[src/rtl/spu_sched_pkg.sv]
// Shared definitions for the SPU operation scheduler: op codes, FSM state
// encoding, completion error codes and the packed command descriptor layout.
package spu_sched_pkg;

    // Engine selection codes carried in a descriptor
    localparam logic [1:0] OP_LN   = 2'd0;
    localparam logic [1:0] OP_SM   = 2'd1;
    localparam logic [1:0] OP_GELU = 2'd2;
    localparam logic [1:0] OP_ILL  = 2'd3;

    // Scheduler FSM encoding
    localparam logic [2:0] ST_IDLE  = 3'd0;
    localparam logic [2:0] ST_LOAD  = 3'd1;
    localparam logic [2:0] ST_START = 3'd2;
    localparam logic [2:0] ST_BUSY  = 3'd3;
    localparam logic [2:0] ST_DONE  = 3'd4;

    // Completion status reported alongside done_valid
    localparam logic [1:0] ERR_OK      = 2'b00;
    localparam logic [1:0] ERR_ILLEGAL = 2'b01;
    localparam logic [1:0] ERR_TIMEOUT = 2'b10;
    localparam logic [1:0] ERR_SIZE    = 2'b11;

    // Fixed-width part of a descriptor; the address-width fields are
    // appended below it so the descriptor can follow ADDR_WIDTH
    typedef struct packed {
        logic [1:0] op;
        logic [3:0] tag;
        logic [3:0] ln_shift;
        logic [6:0] ln_div_m;
        logic [4:0] ln_div_e;
    } spu_ctl_t;

    localparam int CTL_WIDTH = $bits(spu_ctl_t);

    // Full descriptor: control bits plus six address-width fields
    // (matrix_y, matrix_x, im_base, om_base, ifm_align, ofm_align)
    function automatic int desc_width(input int addr_width);
        return CTL_WIDTH + 6 * addr_width;
    endfunction

endpackage

[src/rtl/spu_cmd_fifo.sv]
// Synchronous command queue of packed descriptors. Head is presented
// combinationally (first-word fall-through); full/empty come from an
// occupancy count and the push-side ready is registered from that count.
module spu_cmd_fifo #(
    parameter int DEPTH = 4,
    parameter int WIDTH = 8
) (
    input  logic             core_clk,
    input  logic             rst,
    input  logic             push_valid,
    output logic             push_ready,
    input  logic [WIDTH-1:0] push_data,
    input  logic             pop,
    output logic [WIDTH-1:0] pop_data,
    output logic             empty
);

    localparam int PTR_W = (DEPTH > 1) ? $clog2(DEPTH) : 1;
    localparam int CNT_W = $clog2(DEPTH) + 1;
    localparam logic [CNT_W-1:0] FULL_CNT = CNT_W'(DEPTH);

    logic [WIDTH-1:0] mem [DEPTH];
    logic [PTR_W-1:0] wr_ptr;
    logic [PTR_W-1:0] rd_ptr;
    logic [CNT_W-1:0] count;
    logic [CNT_W-1:0] count_next;
    logic             push_ok;
    logic             pop_ok;

    assign push_ok  = push_valid && push_ready;
    assign pop_ok   = pop && (count != '0);
    assign pop_data = mem[rd_ptr];
    assign empty    = (count == '0);

    // Occupancy after this cycle; a simultaneous push and pop cancel out
    always_comb begin
        count_next = count;
        if (push_ok && !pop_ok) begin
            count_next = count + 1'b1;
        end else if (!push_ok && pop_ok) begin
            count_next = count - 1'b1;
        end
    end

    // Descriptor storage, written at the tail
    always_ff @(posedge core_clk) begin
        if (push_ok) begin
            mem[wr_ptr] <= push_data;
        end
    end

    // Pointers, count and a ready that only reflects the settled count
    always_ff @(posedge core_clk) begin
        if (rst) begin
            wr_ptr     <= '0;
            rd_ptr     <= '0;
            count      <= '0;
            push_ready <= 1'b0;
        end else begin
            if (push_ok) begin
                wr_ptr <= wr_ptr + 1'b1;
            end
            if (pop_ok) begin
                rd_ptr <= rd_ptr + 1'b1;
            end
            count      <= count_next;
            push_ready <= (count_next != FULL_CNT);
        end
    end

endmodule

[src/rtl/spu_op_sched.sv]
// Command scheduler for the LayerNorm, Softmax and GELU engines. Queues
// descriptors, drives the shared configuration bus, issues the start pulse,
// waits for the matching end pulse (with an optional watchdog) and reports
// completion status per command.
module spu_op_sched
    import spu_sched_pkg::*;
#(
    parameter int ADDR_WIDTH = 12,
    parameter int DEPTH      = 4,
    parameter int TO_WIDTH   = 20
) (
    input  logic                  core_clk,
    input  logic                  rst,
    input  logic                  cmd_valid,
    output logic                  cmd_ready,
    input  logic [1:0]            cmd_op,
    input  logic [3:0]            cmd_tag,
    input  logic [ADDR_WIDTH-1:0] cmd_matrix_y,
    input  logic [ADDR_WIDTH-1:0] cmd_matrix_x,
    input  logic [ADDR_WIDTH-1:0] cmd_im_base,
    input  logic [ADDR_WIDTH-1:0] cmd_om_base,
    input  logic [ADDR_WIDTH-1:0] cmd_ifm_align,
    input  logic [ADDR_WIDTH-1:0] cmd_ofm_align,
    input  logic [3:0]            cmd_ln_shift,
    input  logic [6:0]            cmd_ln_div_m,
    input  logic [4:0]            cmd_ln_div_e,
    input  logic [TO_WIDTH-1:0]   timeout_limit,
    output logic [ADDR_WIDTH-1:0] spu_matrix_y,
    output logic [ADDR_WIDTH-1:0] spu_matrix_x,
    output logic [ADDR_WIDTH-1:0] im_base_addr,
    output logic [ADDR_WIDTH-1:0] om_base_addr,
    output logic [ADDR_WIDTH-1:0] ifm_addr_align,
    output logic [ADDR_WIDTH-1:0] ofm_addr_align,
    output logic [3:0]            ln_shift_output,
    output logic [6:0]            ln_div_m,
    output logic [4:0]            ln_div_e,
    output logic                  ln_start,
    output logic                  sm_start,
    output logic                  gelu_start,
    input  logic                  ln_end,
    input  logic                  sm_end,
    input  logic                  gelu_end,
    output logic [1:0]            active_op,
    output logic                  busy,
    output logic                  done_valid,
    output logic [3:0]            done_tag,
    output logic [1:0]            done_err,
    output logic                  spurious_end
);

    localparam int DESC_WIDTH = desc_width(ADDR_WIDTH);

    logic [2:0]            state;
    logic [2:0]            state_next;
    spu_ctl_t              push_ctl;
    spu_ctl_t              head_ctl;
    logic [DESC_WIDTH-1:0] push_desc;
    logic [DESC_WIDTH-1:0] head_desc;
    logic [ADDR_WIDTH-1:0] head_y;
    logic [ADDR_WIDTH-1:0] head_x;
    logic [ADDR_WIDTH-1:0] head_im;
    logic [ADDR_WIDTH-1:0] head_om;
    logic [ADDR_WIDTH-1:0] head_ifa;
    logic [ADDR_WIDTH-1:0] head_ofa;
    logic                  fifo_empty;
    logic                  fifo_pop;
    logic [1:0]            load_err;
    logic                  sel_end;
    logic                  other_end;
    logic                  any_end;
    logic                  wd_hit;
    logic [TO_WIDTH-1:0]   wd_cnt;

    assign push_ctl = '{op: cmd_op, tag: cmd_tag, ln_shift: cmd_ln_shift,
                        ln_div_m: cmd_ln_div_m, ln_div_e: cmd_ln_div_e};
    assign push_desc = {push_ctl, cmd_matrix_y, cmd_matrix_x, cmd_im_base,
                        cmd_om_base, cmd_ifm_align, cmd_ofm_align};
    assign {head_ctl, head_y, head_x, head_im, head_om, head_ifa, head_ofa} = head_desc;

    // The head is consumed exactly in the LOAD cycle
    assign fifo_pop = (state == ST_LOAD);

    spu_cmd_fifo #(
        .DEPTH (DEPTH),
        .WIDTH (DESC_WIDTH)
    ) u_cmd_fifo (
        .core_clk   (core_clk),
        .rst        (rst),
        .push_valid (cmd_valid),
        .push_ready (cmd_ready),
        .push_data  (push_desc),
        .pop        (fifo_pop),
        .pop_data   (head_desc),
        .empty      (fifo_empty)
    );

    // Classify the head descriptor; LN needs at least one word per row (x >> 2)
    always_comb begin
        load_err = ERR_OK;
        if (head_ctl.op == OP_ILL) begin
            load_err = ERR_ILLEGAL;
        end else if ((head_y == '0) || (head_x < ADDR_WIDTH'(4))) begin
            load_err = ERR_SIZE;
        end
    end

    // Split end pulses into the one from the running engine and the rest
    always_comb begin
        sel_end   = 1'b0;
        other_end = 1'b0;
        case (active_op)
            OP_LN: begin
                sel_end   = ln_end;
                other_end = sm_end | gelu_end;
            end
            OP_SM: begin
                sel_end   = sm_end;
                other_end = ln_end | gelu_end;
            end
            OP_GELU: begin
                sel_end   = gelu_end;
                other_end = ln_end | sm_end;
            end
            default: begin
                other_end = ln_end | sm_end | gelu_end;
            end
        endcase
    end

    assign any_end = ln_end | sm_end | gelu_end;
    assign wd_hit  = (timeout_limit != '0) && (wd_cnt == (timeout_limit - 1'b1));

    // Next-state logic; an end pulse on the timeout cycle still counts as success
    always_comb begin
        state_next = state;
        case (state)
            ST_IDLE:  if (!fifo_empty) state_next = ST_LOAD;
            ST_LOAD:  state_next = (load_err != ERR_OK) ? ST_DONE : ST_START;
            ST_START: state_next = ST_BUSY;
            ST_BUSY:  if (sel_end || wd_hit) state_next = ST_DONE;
            ST_DONE:  state_next = fifo_empty ? ST_IDLE : ST_LOAD;
            default:  state_next = ST_IDLE;
        endcase
    end

    // State, config bus, watchdog, completion status and sticky spurious flag
    always_ff @(posedge core_clk) begin
        if (rst) begin
            state           <= ST_IDLE;
            spu_matrix_y    <= '0;
            spu_matrix_x    <= '0;
            im_base_addr    <= '0;
            om_base_addr    <= '0;
            ifm_addr_align  <= '0;
            ofm_addr_align  <= '0;
            ln_shift_output <= '0;
            ln_div_m        <= '0;
            ln_div_e        <= '0;
            active_op       <= '0;
            done_tag        <= '0;
            done_err        <= '0;
            wd_cnt          <= '0;
            spurious_end    <= 1'b0;
        end else begin
            state <= state_next;
            if (state == ST_LOAD) begin
                spu_matrix_y    <= head_y;
                spu_matrix_x    <= head_x;
                im_base_addr    <= head_im;
                om_base_addr    <= head_om;
                ifm_addr_align  <= head_ifa;
                ofm_addr_align  <= head_ofa;
                ln_shift_output <= head_ctl.ln_shift;
                ln_div_m        <= head_ctl.ln_div_m;
                ln_div_e        <= head_ctl.ln_div_e;
                active_op       <= head_ctl.op;
                done_tag        <= head_ctl.tag;
                done_err        <= load_err;
            end
            if (state == ST_START) begin
                wd_cnt <= '0;
            end
            if (state == ST_BUSY) begin
                if (sel_end) begin
                    done_err <= ERR_OK;
                end else if (wd_hit) begin
                    done_err <= ERR_TIMEOUT;
                end else begin
                    wd_cnt <= wd_cnt + 1'b1;
                end
            end
            if ((state == ST_BUSY) ? other_end : any_end) begin
                spurious_end <= 1'b1;
            end
        end
    end

    assign ln_start   = (state == ST_START) && (active_op == OP_LN);
    assign sm_start   = (state == ST_START) && (active_op == OP_SM);
    assign gelu_start = (state == ST_START) && (active_op == OP_GELU);
    assign busy       = (state != ST_IDLE);
    assign done_valid = (state == ST_DONE);

endmodule
[config.mk]
export PLATFORM = sky130hd
export DESIGN_NAME = spu_op_sched
export DESIGN_NICKNAME = d
export VERILOG_FILES = /design/src/rtl/spu_sched_pkg.sv /design/src/rtl/spu_cmd_fifo.sv /design/src/rtl/spu_op_sched.sv
export SDC_FILE = /design/constraint.sdc
export NUM_CORES = 1
export LEC_CHECK = 0
export ABC_CLOCK_PERIOD_IN_PS = 3620
export BUFFER_PORTS_ARGS = -buffer_cell sky130_fd_sc_hd__buf_4
export CAP_MARGIN = 10
export CORE_MARGIN = 2
export CORE_UTILIZATION = 52
export DETAILED_ROUTE_END_ITERATION = 16
export PLACE_DENSITY = 0.75
export REMOVE_ABC_BUFFERS = 1
export SLEW_MARGIN = 25
export SYNTH_ARGS = -nofsm -noshare
export SYNTH_HDL_FRONTEND = slang
export SYNTH_SLANG_ARGS = --single-unit
[constraint.sdc]
create_clock -name core_clk -period 3.62 [get_ports core_clk]
set_input_delay 0.362 -clock core_clk [delete_from_list [all_inputs] [get_ports core_clk]]
set_output_delay 0.362 -clock core_clk [all_outputs]
set_load 0.005 [all_outputs]
# Yosys cells after proc, flatten, opt, wreduce, memory -nomap -nowiden
# Memories as Yosys holds them, arrays and structs flattened. A register that Yosys moved wholly into a read port is not among the register bits.
# Cells that the tools add are included.
[op_classes]
addsub = 6
n_lt_le_gt_ge = 1
n_eq_ne = 11
mux = 24
bitwise_logic = 4
reduce_logical = 21
[op_table]
columns = ["cell", "count"]
rows = [
  ["$mux 20", 4],
  ["$add 20x1->20 const B", 1],
  ["$eq 20x20->1", 1],
  ["$reduce_bool 20->1", 1],
  ["$sub 20x1->20 const B", 1],
  ["$mux 2", 8],
  ["$mux 3", 5],
  ["$pmux 3 s5", 1],
  ["$logic_not 12->1", 1],
  ["$lt 12x3->1 const B", 1],
  ["$logic_and 1x1->1", 8],
  ["$eq 3x2->1 const B", 2],
  ["$logic_not 3->1", 2],
  ["$pmux 1 s3", 2],
  ["$reduce_bool 3->1", 2],
  ["$add 2x1->2 const B", 2],
  ["$eq 2x2->1 const B", 2],
  ["$mux 1", 4],
  ["$ne 2x2->1 const B", 2],
  ["$or 1x1->1", 4],
  ["$add 3x1->3 const B", 1],
  ["$eq 3x1->1 const B", 1],
  ["$eq 3x3->1 const B", 1],
  ["$ne 3x3->1 const B", 1],
  ["7 further kinds", 9],
]
[totals]
reg_bits = 128
mem_bits_rw = 376
inputBits = 120
out_inout_bits = 103
elab_cells = 87
n_memories = 1
[memory_table]
columns = ["name", "words", "width", "read_ports", "rd_ports_with_merged_regs", "wr", "line", "text"]
rows = [
  ["u_cmd_fifo.mem", 4, 94, 1, 1, 1, "spu_cmd_fifo.sv:22", "logic [WIDTH-1:0] mem [DEPTH];"],
]

# Longest topological paths before layout
# Gate-level depths: netlist (run 1).
[logic_depth]
ltp_word = 8
depth_mapped = 14
mapped_depth_nobuf = 10

# Hierarchy
# From an unflattened synthesis (run 1), not the netlist that was laid out.
[hier_totals]
hier_cells = 1231
hier_area_um2 = 19505.0
[by_module_without_submodules]
columns = ["module", "instances", "cells_per_inst", "area_each_um2"]
rows = [
  ["spu_cmd_fifo", 1, 546, 14083.5],
  ["spu_op_sched", 1, 685, 5421.4],
]

# Least setup slack after synthesis (run 1)
# Ideal clock, no wire load.
[synth_timing]
path_kind = "input to register"
start = "input timeout_limit[0]"
end = "register wd_cnt[10]"
setup_ns = 0.122
arrival_ns = 3.443
path_slack_ns = 0.055
stages = 13
path_buffers = 3
path_cell_list = "clkbuf_1 inv_1 ha_1 or4b_2 clkbuf_1 nor3_1 xnor2_1 a22oi_1 or4_4 nor3_2 nor2_2 buf_2 a221o_1"
[synth_via]
elab_chain_len = 6
elab_cells_between_ends = 7
classes_between = "add/sub (1); eq/ne (1); mux (3); reduce/logical (2)"
[synth_rtl]
columns = ["item", "line", "text"]
rows = [
  ["start, declared", "spu_op_sched.sv:27", "input logic [TO_WIDTH-1:0] timeout_limit,"],
  ["$sub 20x1->20", "spu_op_sched.sv:131", "assign wd_hit = (timeout_limit != '0) && (wd_cnt == (timeout_limit - 1'b1));"],
  ["$eq 20x20->1", "spu_op_sched.sv:131", ""],
  ["$logic_and 1x1->1 *", "spu_op_sched.sv:131", ""],
  ["$mux 20 *", "spu_op_sched.sv:186", "end else if (wd_hit) begin"],
  ["$mux 20 *", "spu_op_sched.sv:184", "if (sel_end) begin"],
  ["$mux 20 *", "spu_op_sched.sv:183", "if (state == ST_BUSY) begin"],
  ["end signal, assigned", "spu_op_sched.sv:189", "wd_cnt <= wd_cnt + 1'b1;"],
  ["end, declared", "spu_op_sched.sv:72", "logic [TO_WIDTH-1:0] wd_cnt;"],
]
# Mark *: on every way between the ends. The rest lies on a longest branch, timed or not.
# A chain may end at the register's enable or synchronous reset.

==> results.cfg, run 1 <==
[sta]
finalCritPeriodShare_pct = 85.16
setup_violations = 0
skew_ps = 25.67
rsz0062_at_grt = no
max_slew_margin_pct = 30.59
finalCriticalPeriod_ps = 3083
hold_viol_final = 0
fin_tns_setup_ps = 0
tightest_slew_ps = 1041
drv_slew = 0
max_freq_mhz = 324.4

[clock_tree]
cts.sinks = 506
htreeDepth = 2
cts_buffers = 50
clk_pin_slew_ps = 60
clock_latency_ps = 560
clk_path_buf_depth = 3
hold_buffers = 73
cts_setup_buffers = 0
cts_resized = 0
clockRootBuffer = clkbuf_16
cts_tree = done

[worst_setup_path]
critPathSlowestCell = dfxtp_4
end_kind = register
cp_slowest_stage_delay_ps = 640
path_cells = buf_12 > mux4_2 > nor4_1 > nand3_1 > o41ai_1 > nor3b_1 > a2111oi_1
crit_type = reg -> reg
worst-path-buf-inv = 1
crit_fanout = 45
worst_setup_path_start_kind = register
required_ps = 4070
crit_family = simple AND/OR/NAND/NOR gates
cp.arrival_ps = 3530

[synthesis]
yosysTopAreaCellShare_pct = 57.89
synth-edff-count = 376
synthTopCellsByArea = edfxtp_1 (58%), dfxtp_1 (13%), mux4_2 (11%)
synthFlopType = edfxtp_1
ys_ff_latch = 506
syn-cell-area_um2 = 19500
netlist_instances = 1254
yosysTopAreaCell = edfxtp_1
ys_types = 64
ys_warn_count = 0
synth_top_cells_by_count = edfxtp_1 (376), nand2_1 (210), dfxtp_1 (130)
yosysMostFrequentCell = edfxtp_1
syn_avg_cell_area_um2 = 15.55
async_reset_ff_share_pct = 0
ys_seq_area_share_pct = 71.23

[floorplanning]
initial_core_util_pct = 53.02
die_y_um = 197.7
rows = 70
core_area_um2 = 36790
dieArea_um2 = 39080
pin_count = 223
dieWidth_um = 197.7

[placement]
io_buffers = 222
placed_cell_area_um2 = 21800
dp.cells = 1899
dp_hpwl_um = 26580
place_congestion = 0.8398

[global_routing]
grt_max_degree = 97
grt_pass1_vias = 12200
grt_pass1_wl_um = 67790
grt_remaining_overflow = 0
grt_usage_pct = 22.80
grt_antenna_before_repair = 4

[route]
wl_met2_um = 22370
routed_wl_um = 44420
vias = 11760
top_layer = met5
wl_met1_um = 18070
drtIter0Drc = 940
wl_met3_um = 3032
viasPerCell = 5.694
wire_per_inst_um = 21.50
remaining_drc_errors = 0
dr.pass1.iters = 5
antenna_left = 0

[layout]
final_area_um2 = 24150
n_fill_cell = 2546
multiInputGateArea_um2 = 5295
nets = 1685
final_cells = 2066
seq_area_um2 = 13900
syn_to_final_growth_pct = 23.83
drive_gt1_share_pct = 28.09

[power_and_ir_drop]
p_leak_uw = 0.008295
vdd_drop_max_mv = 0.5329
p_per_area_nw_per_um2 = 641.8

[hold_path]
hp-class = in -> reg

[status]
outcome = completed

[flow_run]
drv_cap = 0
[per-stage QoR]
stage | setup WS [ps] | util [%] | hold WS [ps] | power (uW)
CTS | 509.3 | 65.64 | 0.05151 | 15620
detailed placement | 209.7 | 59.26 | 448.3 | 10530
global route | 278.2 | 65.66 | 2.133 | 16140
finish | 537.2 | 65.66 | 23.15 | 15500
global placement | 224.0 | 59.26 | 441.9 | 10430
floorplan | -2429 | - | 431.1 | 9244
[layout make-up]
| cell class | count | share of cell area, % |
|---|---|---|
| sequential | 506 | 57.55 |
| multi-input combinational | 662 | 21.92 |
| timing repair buffer | 324 | 11.19 |
| clock buffer | 72 | 6.056 |
| tap | 468 | 2.424 |
| clock inverter | 19 | 0.6372 |
| inverter | 12 | 0.1865 |
| antenna | 3 | 0.03108 |
[worst reg2reg max path: cells and delay by family (launching register included)]
family                 cells  cell delay [ps]
and+or+nand+nor            3              770
DFF                        1              640
buffers and inverters      1              420
muxes                      1              600
AOI/OAI and AO/OA          2              540
[per-layer routing]
metal  vias to the layer above  GRT usage [%]
met1                      5900          29.57
li1                       5399              -
met2                       397          39.38
met5                         -              0
met3                        66          4.490
met4                         2          6.405
[logic make-up (layout without fill, tap and decap cells)]
group                      after synthesis  count (layout)  synth area share, %
xor gates and xnor gates                36              36                1.617
DFF                                    506             506                71.23
and+or+nand+nor                        352             352                8.442
adders and majority gates                9               9               0.5773
muxes                                   97              97                11.01
other                                    0               3                    0
AOI/OAI and AO/OA                      168             168                5.318
buffers and inverters                   86             427                1.803
[state kept, by name, summed over array words and instances (netlist names), named ones only]
name,cells
om_base_addr,12
u_cmd_fifo.mem,376
wd_cnt,20
ifm_addr_align,12
spu_matrix_y,12
u_cmd_fifo.push_ready,1
spu_matrix_x,12
done_tag,4
active_op,2
im_base_addr,12
spurious_end,1
ln_div_e,5
ln_shift_output,4
u_cmd_fifo.wr_ptr,2
ln_div_m,7
done_err,2
u_cmd_fifo.rd_ptr,2
ofm_addr_align,12
state,3
u_cmd_fifo.count,3
[cell usage in the layout (no fill, tap or decap), types with 6 or more instances in the layout]
cell | synthesis | final
edfxtp_1 | 376 | 376
buf_4 | 1 | 244
nand2_1 | 210 | 210
dfxtp_1 | 130 | 128
a21oi_1 | 107 | 107
mux4_2 | 94 | 94
dlygate4sd3_1 | 0 | 73
clkbuf_16 | 0 | 51
nor2_1 | 26 | 25
xnor2_1 | 24 | 24
nand3_1 | 20 | 20
nor3_1 | 14 | 14
inv_1 | 12 | 12
xor2_1 | 12 | 12
clkbuf_8 | 0 | 10
ha_1 | 9 | 9
clkinv_2 | 0 | 9
clkbuf_1 | 53 | 9
o21ai_0 | 8 | 8
o211ai_1 | 8 | 8
nor2b_1 | 7 | 7
nor4_1 | 7 | 7
and3_1 | 11 | 7
nand4_1 | 7 | 7
buf_12 | 0 | 7
nor3b_1 | 6 | 6
a22o_1 | 6 | 6
a221o_1 | 6 | 6
[final timing paths]
kind,from,end,slack [ps],depth (start not counted)
setup / recovery,register,state[2],540,7
setup reg to reg,register,state[2],540,7
hold / removal,cmd_im_base[2],u_cmd_fifo.mem[0][38],20,1
hold reg to reg,ifm_addr_align[9],ifm_addr_align[9],450,2
[power breakdown]
part / internal, uW / leakage (uW) / switching (uW) / total, uW
Combinational: 1410 / 0.00301 / 1700 / 3100
Clock: 2950 / 0.000803 / 2080 / 5020
Sequential: 7010 / 0.00449 / 364 / 7370
Total: 11400 / 0.00830 / 4140 / 15500
(Power assumes the default switching activity.)
==> run 2, diff against run 1 <==
--- a/config.mk
+++ b/config.mk
@@ -8,7 +8,6 @@
 export ABC_CLOCK_PERIOD_IN_PS = 3620
 export BUFFER_PORTS_ARGS = -buffer_cell sky130_fd_sc_hd__buf_4
 export CAP_MARGIN = 10
-export CORE_MARGIN = 2
 export CORE_UTILIZATION = 52
 export DETAILED_ROUTE_END_ITERATION = 16
 export PLACE_DENSITY = 0.75
==> results.cfg, run 2 (same netlist as run 1, synthesis figures left out) <==
[status]
outcome = completed

[power_and_ir_drop]
clkPwrFrac_pct = 32.7
pwr-share-comb_pct = 20.2
p_int_uw = 11470
vdd_drop_max_mv = 0.6497
p_leak_uw = 0.008390
p_sw_share_pct = 26.56
p_per_area_nw_per_um2 = 641.0
switchingPower_uw = 4146
p_seq_share_pct = 47.2

[layout]
drive_gt1_share_pct = 27.91
syn_to_final_growth_pct = 24.87
reg.largest.list = u_cmd_fifo.mem: 376 flops, wd_cnt: 20 flops
largest_register_ffs = 376
final_common_cell = edfxtp_1
post-route-util_pct = 66.21
final_cells = 2088
n_fill_cell = 2467
final_cell_mix = edfxtp_1 (376), buf_4 (250), nand2_1 (210)
final_area_um2 = 24360
nets = 1704
top_register = u_cmd_fifo.mem

[worst_setup_path]
worst-path-buf-inv = 2
cp_slowest_stage_delay_ps = 470
critPathSlowestCell = dfxtp_1
cp.arrival_ps = 3520
crit_type = reg -> reg
crit_fanout = 13
required_ps = 4050
crit_family = simple AND/OR/NAND/NOR gates
end_kind = register
worst_setup_path_start_kind = register
path_cells = xnor2_1 > or4_4 > a2111oi_4 > nand4_1 > or4_4 > buf_4 > nor3_2 > buf_4 > nor2_2 > a221o_1

[clock_tree]
cts_buffers = 50
cts.sinks = 506
clk_pin_slew_ps = 60
cts_tree = done
clockRootBuffer = clkbuf_16
htreeDepth = 2
clk_path_buf_depth = 3
clock_latency_ps = 560
cts_resized = 0

[placement]
dp.cells = 1905
io_buffers = 222
dp_hpwl_um = 27570
place_congestion = 0.8954
placed_cell_area_um2 = 21840
pre_cts_slack_ps = 161.1

[route]
drtIter0Drc = 764
antenna_left = 0
viasPerCell = 5.648
remaining_drc_errors = 0
vias = 11790
dr.pass1.iters = 5
wire_per_inst_um = 21.33
routed_wl_um = 44540

[sta]
setup_violations = 0
finalCriticalPeriod_ps = 3095
skew_ps = 21.48
drv_slew = 0
max_slew_margin_pct = 35.26
max_freq_mhz = 323.1
layout_setup_ws_ps = 525.0
tightest_slew_ps = 971.1
hold_viol_final = 0
finalCritPeriodShare_pct = 85.50
rsz0062_at_grt = no

[global_routing]
grt_usage_pct = 23.50
grt_pass1_vias = 12300
grt_pass1_wl_um = 68790
grt_antenna_before_repair = 5
grt_remaining_overflow = 0
grt_max_degree = 71

[floorplanning]
initial_core_util_pct = 53.02
die_y_um = 195.7
pin_count = 223
dieArea_um2 = 38290
dieWidth_um = 195.7
core_area_um2 = 36790
rows = 70

[hold_path]
hp-class = in -> reg

[flow_run]
drv_cap = 0
## run 2: changes by cell type in the layout (fill, tap and decap cells not counted), sizes merged
cell / before / now
buf: 251 / 257
bufinv: 2 / 4
dlygate4sd3: 73 / 86
clkinvlp: 1 / 0
clkinv: 14 / 17
diode: 3 / 4
clkbuf: 72 / 71
inv: 14 / 13
## run 2: metal layers
layer	routed length [um]	global-route usage (%)
met2	22470	40.95
met5	16	0
met3	3149	5.089
met1	18270	30.24
met4	632	5.527
## run 2: worst paths after layout
kind              startpoint               endpoint  slack, ps  depth (start not counted)
max reg2reg        wd_cnt[5]              wd_cnt[6]        520                         10
max                wd_cnt[5]              wd_cnt[6]        520                         10
min          cmd_matrix_x[2]  u_cmd_fifo.mem[0][50]         20                          1
min reg2reg  spu_matrix_x[7]        spu_matrix_x[7]        450                          2
## run 2: power groups by stage
stage / Combinational [uW] / Clock (uW) / Sequential (uW)
2_1_floorplan: 1700 / 0 / 7540
4_1_cts: 3190 / 5160 / 7360
3_3_place_gp: 3020 / 0 / 7430
5_1_grt: 3430 / 5400 / 7430
6_report: 3150 / 5100 / 7360
3_5_place_dp: 3090 / 0 / 7470
## run 2: area by class of cell
cell class / count / area, um^2 / area share (%)
antenna: 4 / 10.01 / 0.04110
sequential: 506 / 13900 / 57.07
clock inverter: 22 / 210.2 / 0.8630
clock buffer: 71 / 1431 / 5.877
multi-input combinational: 662 / 5295 / 21.74
timing repair buffer: 343 / 2878 / 11.82
tap: 468 / 585.6 / 2.404
inverter: 12 / 45.04 / 0.1849
## run 2: worst register-to-register path: stages (launching register included)
cell,delay [ps]
dfxtp_1,470
xnor2_1,130
or4_4,440
a2111oi_4,390
nand4_1,140
or4_4,440
buf_4,150
nor3_2,160
buf_4,190
nor2_2,130
a221o_1,340
## run 2: stage by stage
stage | total power (uW) | hold slack, ps | TNS, ps
after CTS | 15710 | 1.236 | 0
after floorplan | 9244 | 431.1 | -126190
after global placement | 10450 | 442.9 | 0
after detailed placement | 10560 | 448.6 | 0
after global routing | 16250 | 2.136 | 0
final | 15610 | 23.42 | 0
## run 2: what timing repair did
item	4_1_cts	5_1_grt
hold buffers	86	0
setup buffers	0	0
hold endpoints to repair	333	0
